## config.mk

```make
export PLATFORM = sky130hd
export DESIGN_NAME = bank_arbiter_flat
export DESIGN_NICKNAME = d
export VERILOG_FILES = /design/src/rtl/bank_arb_pkg.sv /design/src/rtl/bank_arbiter_if.sv /design/src/rtl/bank_arbiter_rr.sv /design/src/rtl/bank_arbiter.sv /design/src/flat_wrapper.sv
export SDC_FILE = /design/constraint.sdc
export NUM_CORES = 1
export LEC_CHECK = 0
export ABC_AREA = 1
export CORE_AREA = 2 2 391 393
export DETAILED_ROUTE_END_ITERATION = 16
export DIE_AREA = 0 0 393 395
export GPL_ROUTABILITY_DRIVEN = 0
export PLACE_DENSITY_LB_ADDON = 0.05
export SETUP_SLACK_MARGIN = 0.1
export SKIP_CTS_REPAIR_TIMING = 1
export SYNTH_ARGS = -nofsm -noshare
export SYNTH_HDL_FRONTEND = slang
export SYNTH_SLANG_ARGS = --single-unit
```

## constraint.sdc

```tcl
create_clock -name vsi_clk -period 3.1 [get_ports vsi_clk]
set_clock_uncertainty 0.2 [all_clocks]
set_input_delay 0.31 -clock vsi_clk [delete_from_list [all_inputs] [get_ports vsi_clk]]
set_output_delay 0.31 -clock vsi_clk [all_outputs]
set_load 0.1 [all_outputs]
```

## src/rtl/bank_arb_pkg.sv

```systemverilog
// Shared defaults and types for the bank arbiter.
// The read tag carries the issuing client id. When BANK_ARB_WR_FWD_EN is
// defined, it also carries write data forwarded from a same-cycle collision.
package bank_arb_pkg;

   localparam int DEF_NUM_REQ = 4;
   localparam int DEF_ADDR_W  = 7;
   localparam int DEF_DATA_W  = 128;
   localparam int DEF_RD_LAT  = 1;
   localparam int ID_W        = $clog2(DEF_NUM_REQ);

   typedef struct packed {
      logic                  valid;
      logic [ID_W-1:0]       id;
      logic                  fwd;
      logic [DEF_DATA_W-1:0] fwd_data;
   } rd_tag_t;

endpackage

```

## src/rtl/bank_arbiter_if.sv

```systemverilog
// Client-side bundle of the bank arbiter: write/read request channels and the
// read response. The clients drive the master side; the arbiter is the slave.
interface bank_arbiter_if
   import bank_arb_pkg::*;
#(
   parameter int NUM_REQ = DEF_NUM_REQ,
   parameter int ADDR_W  = DEF_ADDR_W,
   parameter int DATA_W  = DEF_DATA_W
);
   logic [NUM_REQ-1:0]        wr_valid;
   logic [NUM_REQ-1:0]        wr_ready;
   logic [NUM_REQ*ADDR_W-1:0] wr_addr;
   logic [NUM_REQ*DATA_W-1:0] wr_data;
   logic [NUM_REQ-1:0]        rd_valid;
   logic [NUM_REQ-1:0]        rd_ready;
   logic [NUM_REQ*ADDR_W-1:0] rd_addr;
   logic [NUM_REQ-1:0]        rsp_valid;
   logic [DATA_W-1:0]         rsp_data;

   modport master (
      output wr_valid, wr_addr, wr_data, rd_valid, rd_addr,
      input  wr_ready, rd_ready, rsp_valid, rsp_data
   );

   modport slave (
      input  wr_valid, wr_addr, wr_data, rd_valid, rd_addr,
      output wr_ready, rd_ready, rsp_valid, rsp_data
   );
endinterface

```

## src/rtl/bank_arbiter_rr.sv

```systemverilog
// Round-robin arbiter: the grant goes to the first valid requester at or
// after the pointer. The pointer moves past the winner only when the caller
// reports that the grant was actually used (advance).
module rr_arbiter #(
   parameter int NUM_REQ = 4
)(
   input  logic               clk,
   input  logic               srst,
   input  logic [NUM_REQ-1:0] valid,
   input  logic               advance,
   output logic [NUM_REQ-1:0] grant
);
   localparam int IDX_W = $clog2(NUM_REQ);

   logic [IDX_W-1:0] ptr_reg, ptr_next, win;
   logic             found;
   logic [IDX_W-1:0] idx;
   int               sum;

   // Search from the pointer with wrap-around, and compute the next pointer
   always_comb begin
      grant = '0;
      win   = '0;
      found = 1'b0;
      idx   = '0;
      sum   = 0;
      for (int k = 0; k < NUM_REQ; k++) begin
         sum = int'(ptr_reg) + k;
         if (sum >= NUM_REQ) sum = sum - NUM_REQ;
         idx = IDX_W'(sum);
         if (!found && valid[idx]) begin
            found      = 1'b1;
            grant[idx] = 1'b1;
            win        = idx;
         end
      end
      ptr_next = ptr_reg;
      if (advance && found)
         ptr_next = (win == IDX_W'(NUM_REQ-1)) ? '0 : win + 1'b1;
   end

   // Pointer register
   always_ff @(posedge clk) begin
      if (srst) ptr_reg <= '0;
      else      ptr_reg <= ptr_next;
   end
endmodule

```

## src/rtl/bank_arbiter.sv

```systemverilog
// Shares one bank (single write port, single read port) among NUM_REQ clients.
// Writes and reads each use their own round-robin arbiter.
// Reads are tagged with the client id, and the bank data is routed back to
// that client RD_LAT cycles after the grant.
// Optional macro BANK_ARB_WR_FWD_EN controls read/write collisions at the same address:
//   - Defined: the read is granted in the same cycle, and the write data is forwarded as the response.
//   - Undefined: the read is held off for one cycle and then reads the new data.
module bank_arbiter
   import bank_arb_pkg::*;
#(
   parameter int NUM_REQ = DEF_NUM_REQ,
   parameter int ADDR_W  = DEF_ADDR_W,
   parameter int DATA_W  = DEF_DATA_W,
   parameter int RD_LAT  = DEF_RD_LAT
)(
   input  logic              vsi_clk,
   input  logic              vsi_reset,
   bank_arbiter_if.slave     cli,
   output logic              bank_inputChipSelect,
   output logic [ADDR_W-1:0] bank_inputAddr,
   output logic [DATA_W-1:0] bank_inputData,
   output logic              bank_outputChipSelect,
   output logic [ADDR_W-1:0] bank_outputAddr,
   input  logic [DATA_W-1:0] bank_outputData
);
   logic [ADDR_W-1:0]  wr_addr_a [NUM_REQ];
   logic [DATA_W-1:0]  wr_data_a [NUM_REQ];
   logic [ADDR_W-1:0]  rd_addr_a [NUM_REQ];
   logic [NUM_REQ-1:0] wr_vld, rd_vld, wr_grant, rd_cand, rd_grant;
   logic [ID_W-1:0]    wr_idx, rd_idx;
   logic               wr_fire, rd_fire, collision, fwd_hit;
   rd_tag_t            tag_in, tag_out;
   rd_tag_t            tag_reg [RD_LAT];
   logic               rsp_live;
   logic [DATA_W-1:0]  rsp_new, rsp_data_reg;

   genvar gi;
   generate
      for (gi = 0; gi < NUM_REQ; gi++) begin : g_unpack
         assign wr_addr_a[gi] = cli.wr_addr[gi*ADDR_W +: ADDR_W];
         assign wr_data_a[gi] = cli.wr_data[gi*DATA_W +: DATA_W];
         assign rd_addr_a[gi] = cli.rd_addr[gi*ADDR_W +: ADDR_W];
      end
   endgenerate

   // Masking requests during reset keeps every grant and bank strobe low
   assign wr_vld = vsi_reset ? '0 : cli.wr_valid;
   assign rd_vld = vsi_reset ? '0 : cli.rd_valid;

   rr_arbiter #(.NUM_REQ(NUM_REQ)) u_wr_arb (
      .clk(vsi_clk), .srst(vsi_reset), .valid(wr_vld),
      .advance(wr_fire), .grant(wr_grant)
   );

   rr_arbiter #(.NUM_REQ(NUM_REQ)) u_rd_arb (
      .clk(vsi_clk), .srst(vsi_reset), .valid(rd_vld),
      .advance(rd_fire), .grant(rd_cand)
   );

   // One-hot to index for both winners, plus collision detection and read gating
   always_comb begin
      wr_idx = '0;
      rd_idx = '0;
      for (int i = 0; i < NUM_REQ; i++) begin
         if (wr_grant[i]) wr_idx = ID_W'(i);
         if (rd_cand[i])  rd_idx = ID_W'(i);
      end
      wr_fire   = |wr_grant;
      collision = wr_fire && (|rd_cand) && (rd_addr_a[rd_idx] == wr_addr_a[wr_idx]);
`ifdef BANK_ARB_WR_FWD_EN
      rd_grant = rd_cand;
      fwd_hit  = collision;
`else
      rd_grant = collision ? '0 : rd_cand;
      fwd_hit  = 1'b0;
`endif
      rd_fire = |rd_grant;
   end

   assign cli.wr_ready = wr_grant;
   assign cli.rd_ready = rd_grant;

   assign bank_inputChipSelect  = wr_fire;
   assign bank_inputAddr        = wr_fire ? wr_addr_a[wr_idx] : '0;
   assign bank_inputData        = wr_fire ? wr_data_a[wr_idx] : '0;
   assign bank_outputChipSelect = rd_fire;
   assign bank_outputAddr       = rd_fire ? rd_addr_a[rd_idx] : '0;

   assign tag_in.valid    = rd_fire;
   assign tag_in.id       = rd_idx;
   assign tag_in.fwd      = fwd_hit;
   assign tag_in.fwd_data = fwd_hit ? wr_data_a[wr_idx] : '0;

   // Tag shift register that matches the bank read latency
   always_ff @(posedge vsi_clk) begin
      if (vsi_reset) begin
         for (int i = 0; i < RD_LAT; i++) tag_reg[i] <= '0;
      end else begin
         tag_reg[0] <= tag_in;
         for (int i = 1; i < RD_LAT; i++) tag_reg[i] <= tag_reg[i-1];
      end
   end

   assign tag_out  = tag_reg[RD_LAT-1];
   assign rsp_live = tag_out.valid && !vsi_reset;
   assign rsp_new  = tag_out.fwd ? tag_out.fwd_data : bank_outputData;

   // Hold the last response, so rsp_data is stable between responses
   always_ff @(posedge vsi_clk) begin
      if (vsi_reset)     rsp_data_reg <= '0;
      else if (rsp_live) rsp_data_reg <= rsp_new;
   end

   assign cli.rsp_data = rsp_live ? rsp_new : rsp_data_reg;

   generate
      for (gi = 0; gi < NUM_REQ; gi++) begin : g_rsp
         assign cli.rsp_valid[gi] = rsp_live && (tag_out.id == ID_W'(gi));
      end
   endgenerate
endmodule

```

## src/flat_wrapper.sv

```systemverilog
// flat-port wrapper written by rule: the top's interface ports become plain ports
module bank_arbiter_flat import bank_arb_pkg::*;
#(
   parameter int NUM_REQ = DEF_NUM_REQ,
   parameter int ADDR_W  = DEF_ADDR_W,
   parameter int DATA_W  = DEF_DATA_W,
   parameter int RD_LAT  = DEF_RD_LAT
)
  (vsi_clk, vsi_reset, bank_inputChipSelect, bank_inputAddr, bank_inputData, bank_outputChipSelect, bank_outputAddr, bank_outputData, cli_wr_valid, cli_wr_addr, cli_wr_data, cli_rd_valid, cli_rd_addr, cli_wr_ready, cli_rd_ready, cli_rsp_valid, cli_rsp_data);
  bank_arbiter_if #(.NUM_REQ(NUM_REQ), .ADDR_W(ADDR_W), .DATA_W(DATA_W)) cli_i ();
  input  logic vsi_clk;
  input  logic vsi_reset;
  output logic bank_inputChipSelect;
  output logic [ADDR_W-1:0] bank_inputAddr;
  output logic [DATA_W-1:0] bank_inputData;
  output logic bank_outputChipSelect;
  output logic [ADDR_W-1:0] bank_outputAddr;
  input  logic [DATA_W-1:0] bank_outputData;
  input wire logic [$bits(cli_i.wr_valid)-1:0] cli_wr_valid;
  input wire logic [$bits(cli_i.wr_addr)-1:0] cli_wr_addr;
  input wire logic [$bits(cli_i.wr_data)-1:0] cli_wr_data;
  input wire logic [$bits(cli_i.rd_valid)-1:0] cli_rd_valid;
  input wire logic [$bits(cli_i.rd_addr)-1:0] cli_rd_addr;
  output wire logic [$bits(cli_i.wr_ready)-1:0] cli_wr_ready;
  output wire logic [$bits(cli_i.rd_ready)-1:0] cli_rd_ready;
  output wire logic [$bits(cli_i.rsp_valid)-1:0] cli_rsp_valid;
  output wire logic [$bits(cli_i.rsp_data)-1:0] cli_rsp_data;
  assign cli_i.wr_valid = cli_wr_valid;
  assign cli_i.wr_addr = cli_wr_addr;
  assign cli_i.wr_data = cli_wr_data;
  assign cli_i.rd_valid = cli_rd_valid;
  assign cli_i.rd_addr = cli_rd_addr;
  assign cli_wr_ready = cli_i.wr_ready;
  assign cli_rd_ready = cli_i.rd_ready;
  assign cli_rsp_valid = cli_i.rsp_valid;
  assign cli_rsp_data = cli_i.rsp_data;
  bank_arbiter #(.NUM_REQ(NUM_REQ), .ADDR_W(ADDR_W), .DATA_W(DATA_W), .RD_LAT(RD_LAT)) u_core (.vsi_clk(vsi_clk), .vsi_reset(vsi_reset), .cli(cli_i), .bank_inputChipSelect(bank_inputChipSelect), .bank_inputAddr(bank_inputAddr), .bank_inputData(bank_inputData), .bank_outputChipSelect(bank_outputChipSelect), .bank_outputAddr(bank_outputAddr), .bank_outputData(bank_outputData));
endmodule
```

[Yosys cells after proc, flatten, opt, wreduce, memory -nomap -nowiden]
Memory sizes are Yosys's and may differ from the RTL's.
Cells that the tools add are included.
Operators by class
  add/sub/neg operators: 16
  multiply operators: 0
  divide/modulo/power cells: 0
  order comparisons: 26
  equality and inequality tests: 6
  shifts and indexed selects: 0
  mux-type cells: 94
  bitwise logic cells: 8
  reductions and logical operators: 35
Operators by type and width (count)
  $mux W128: 5
  $bmux W128 S2: 1
  $mux W2: 22
  $mux W4: 11
  $mux W7: 6
  $mux W1: 30
  $bmux W7 S2: 2
  $ge A3 B3 Y1 const B: 8
  $lt A2 B3 Y1 const B: 8
  $or A4 B4 Y4: 6
  $logic_and A1 B1 Y1: 23
  $bmux W1 S2: 8
  $demux W1 S2: 8
  $ge A2 B1 Y1 const B: 8
  $sub A2 B1 Y2 const B: 8
  $add A2 B2 Y3 const B: 4
  $reduce_or A4 Y1: 3
  $eq A2 B2 Y1 const B: 4
  $eq A7 B7 Y1: 1
  $logic_not A1 Y1: 7
  $add A2 B1 Y3 const B: 2
  $ge A2 B3 Y1 const B: 2
  $not A2 Y3: 2
  $add A2 B1 Y2 const B: 2
  other kinds (4): 4
Word-level totals
  flip-flop bits (word level): 132
  latch bits: 0
  bits in writable memories: 3
  ROM bits: 0
  output and inout port bits: 284
  word-level logic and storage cells: 189
  memories: 1
Memories
  u_core.tag_reg: words 1, width 3, rd ports 1, clocked after Yosys merged registers in 0, wr ports 1, RTL line bank_arbiter.sv:33  | rd_tag_t tag_reg [RD_LAT];

[Longest topological paths before layout]
  depth after elaboration: 26
  gate-level depth with buffers: 27

[Hierarchy]
From an unflattened synthesis, not the netlist that was laid out.
Unflattened totals
  cells, all modules: 2208
  area total of the unflattened synthesis: 11725.0 µm²
Modules (own cells, without submodules)
  bank_arbiter: times used 1, cells an instance 2020, area each 10538.9 µm², seq. area each 2622.5 µm²
  rr_arbiter (u_core.u_rd_arb): times used 1, cells an instance 95, area each 593.1 µm², seq. area each 40.0 µm²
  rr_arbiter (u_core.u_wr_arb): times used 1, cells an instance 93, area each 593.1 µm², seq. area each 40.0 µm²

[Least setup slack after synthesis]
No wires, ideal clock.
  path type: register to output
  from: register with a tool-made name
  to: output bank_inputData[102]
  arrival time: 5.111 ns
  required time: 2.590 ns
  slack: -2.521 ns
  cell stages (with the launch flop): 17
  buffers on the path: 3
  cell sequence: dfxtp_1 -> inv_1 -> ha_1 -> inv_1 -> nand3_1 -> nand2_1 -> nand2_1 -> inv_2 -> nand4_2 -> nand2_2 -> nand2_4 -> nand2_4 -> buf_2 -> buf_4 -> clkbuf_1 -> nor2_1 -> o21ai_0
RTL lines
  end, declared: RTL line flat_wrapper.sv:15  | output logic [DATA_W-1:0] bank_inputData;

==> summary.md <==
| Metric | Value |
|---|---|
| Die X | `393 µm` |
| Hold crit path type | `in2reg` |
| Ys flop type | `dfxtp_1` |
| Fin. max-slew vios | `0` |
| Hold Path Depth | `5` |
| Post-synthesis cell type count | `36` |
| Final Util | `22.5%` |
| Area grow syn2layout | `205%` |
| CTS tree | `yes` |
| Status | `finished with violations` |
| Synth Area per Inst | `5.60 µm²` |
| Setup ws final | `-0.839 ns` |
| CP most frequent cell | `buf_12` |
| Post-synthesis net count | `2717` |
| Slowest-stage cell, CP | `dfxtp_4` |
| YS warnings | `0` |
| Tcrit/Tclk final | `127%` |
| Slew Limit Headroom | `44.9%` |
| Register bit count reported by yosys | `135` |
| Commonest non-fill, non-tap cells in the layout | `704 x clkdlybuf4s50_1, 404 x nor2_1, 333 x buf_12, 272 x inv_1, 212 x nand2_1` |
| Die Ht | `395 µm` |
| Final ANT Viol Nets | `0` |
| Worst EP arrival | `3.43 ns` |
| Placement Rows | `143` |
| Cell Area, Synth | `11200 µm²` |
| Startpoint Class | `flop` |
| Max Freq | `254 MHz` |
| R2r worst-path depth | `24` |
| CP Data Required Time | `2.59 ns` |
| Worst-Skew Late Latency | `0.47 ns` |
| # fillers | `16581` |
| Max cap viols | `0` |
| Via-per-instance ratio | `3.55` |
| CP Buf/Inv Count | `8` |
| RSZ-0062 raised after global routing | `true` |
| Gr ovfl total | `0` |
| Final WL | `139 mm` |
| 1st-iter DRT viols | `674` |
| Core outline area | `151000 µm²` |
| Share of cells above drive strength 1 | `35.1%` |
| Port Buffers | `989` |
| Cell family with most CP delay | `simple AND/OR/NAND/NOR gates` |
| FFs w/ async S/R, synth | `0%` |
| TritonCTS Buffers | `17` |
| Largest net degree at the start of global routing | `78` |
| DP HPWL | `114 mm` |
| Clock transition at the registers of the reported paths | `0.07 ns` |
| DR WL/cell | `26.7 µm` |
| Origin of the worst min-delay path | `vsi_reset` |
| Hold slack | `0.260 ns` |
| Sequential area share after synthesis | `24.2%` |
| WHS Endpoint | `u_core.u_wr_arb.ptr_reg[1]$_SDFFE_PP0P_` |
| Root Driver | `clkbuf_16` |
| Drc violations | `0` |
| Setup WS pre-CTS | `-0.904 ns` |
| # setup viols final | `150` |
| Synth area leader | `dfxtp_1` |
| Max FFs per register | `128` |
| Final Net Count | `3887` |
| Clk sink count | `135` |
| Measured slew at the worst slew-check pin | `0.826 ns` |
| Final Hold Viols | `0` |
| CP endpoint kind | `output port` |
| Ranking of synthesized cells by area | `dfxtp_1 24%, o21ai_0 18%, nor2_1 17%, inv_1 9.5%, nand2_1 8.6%` |
| Post-synth top area share | `24.2%` |
| Total global-route track usage | `16.1%` |
| Leading cell type in the layout, fill and taps excluded | `clkdlybuf4s50_1` |
| Worst Path Max Fanout | `7` |
| Via Count | `18507` |
| CP Class | `reg2out` |
| Die area | `155000 µm²` |
| Initial Util | `7.39%` |
| CP cell instances | `inv_6 -> ha_4 -> nand3_4 -> nand2_4 -> nand4_4 -> nor2_4 -> nor2_8 -> buf_12 -> nand2_4 -> inv_4 -> nand4_4 -> inv_8 -> nor2_4 -> buf_12 -> buf_12 -> buf_12 -> o221ai_4 -> o21ai_4 -> buf_12` |
| DR pass1 iterations | `5` |
| Reg-to-reg slack, setup | `-0.17 ns` |
| Initial antenna violation count | `80` |
| Number of enable flip-flop cells after synthesis | `0` |
| Global-route wire length before repair | `169 mm` |
| Fin crit period | `3.94 ns` |
| Reg2reg end | `u_core.u_rd_arb.ptr_reg[1]$_SDFFE_PP0P_` |
| Post-Syn Instances | `1996` |
| Clock tree buffer depth | `2` |
| H-tree levels | `4` |
| Vias in the first global route | `18222` |
| CP max stage delay | `0.42 ns` |
| I/O Pins | `990` |
| TNS Setup | `-107.32 ns` |
| Failing checks | `negative setup slack` |
-- cell type report --
| type | count | area, µm² | area share [%] |
|---|---|---|---|
| Clock inverter | 14 | 174 | 0.511 |
| Sequential cell | 135 | 2720 | 7.98 |
| Inverter | 300 | 1220 | 3.58 |
| Timing Repair Buffer | 1287 | 16500 | 48.5 |
| Tap cell | 2030 | 2540 | 7.46 |
| Clock buffer | 18 | 439 | 1.29 |
| Timing Repair inverter | 1 | 16.3 | 0.0478 |
| Multi-Input combinational cell | 1424 | 10400 | 30.6 |
| Antenna cell | 9 | 22.5 | 0.0661 |
-- worst max path at each step --
stage / cells after the start / start / slack [ns] / to
2_1_floorplan: 6 / vsi_reset / -0.46 / cli_rsp_valid[0]
3_3_place_gp: 18 / vsi_reset / -0.91 / bank_inputData[98]
3_5_place_dp: 23 / cli_rd_valid[3] / -0.90 / bank_outputAddr[0]
4_1_cts: 23 / flop / -1.15 / bank_outputAddr[0]
5_1_grt: 20 / flop / -1.02 / bank_outputAddr[0]
6_report: 19 / flop / -0.84 / bank_inputData[32]
-- tightest hold or removal path, delay by kind of cell --
kind            cells  cell delay (ns)
compound gates      2             0.10
buf+inv             3             0.47
-- logic make-up after synthesis --
family                     share of synthesized area [%]
AOI/OAI and AO/OA                                   27.3
DFF                                                 24.2
adders and majority gates                           1.68
and+or+nand+nor                                     31.0
buffers and inverters                               15.5
xor gates and xnor gates                           0.392
-- stage by stage --
step                      std cells  cell area [µm²]
final                          5218            34100
after global routing           5213            34100
after CTS                      5128            31300
after detailed placement       5096            30700
after global placement         5096            30700
after floorplan                1996            14200
-- synth_stat cells (6+ instances only) --
library cell,count
clkbuf_1,93
nand2_1,255
o221ai_1,61
nand2_2,9
buf_2,35
a21oi_1,77
nand2_4,6
a21boi_0,6
nand3_1,53
ha_1,15
o21ai_0,394
inv_1,284
dfxtp_1,135
nor2_1,495
o21ai_1,15
inv_2,12
nor2_2,6
-- routing by layer --
layer  routed length (µm)  up-vias  part of all wire [%]  GRT usage, %
li1                     -     8757                     -             -
met1                52000     8773                    37          17.1
met2                73100      702                    53          30.3
met3                10300      217                   7.4          5.23
met4                 3380       58                   2.4          3.41
met5                  368        -                  0.26             0
Power is not shown: default switching activity piles up to over one toggle a cycle in this logic, so the estimate is an artifact.
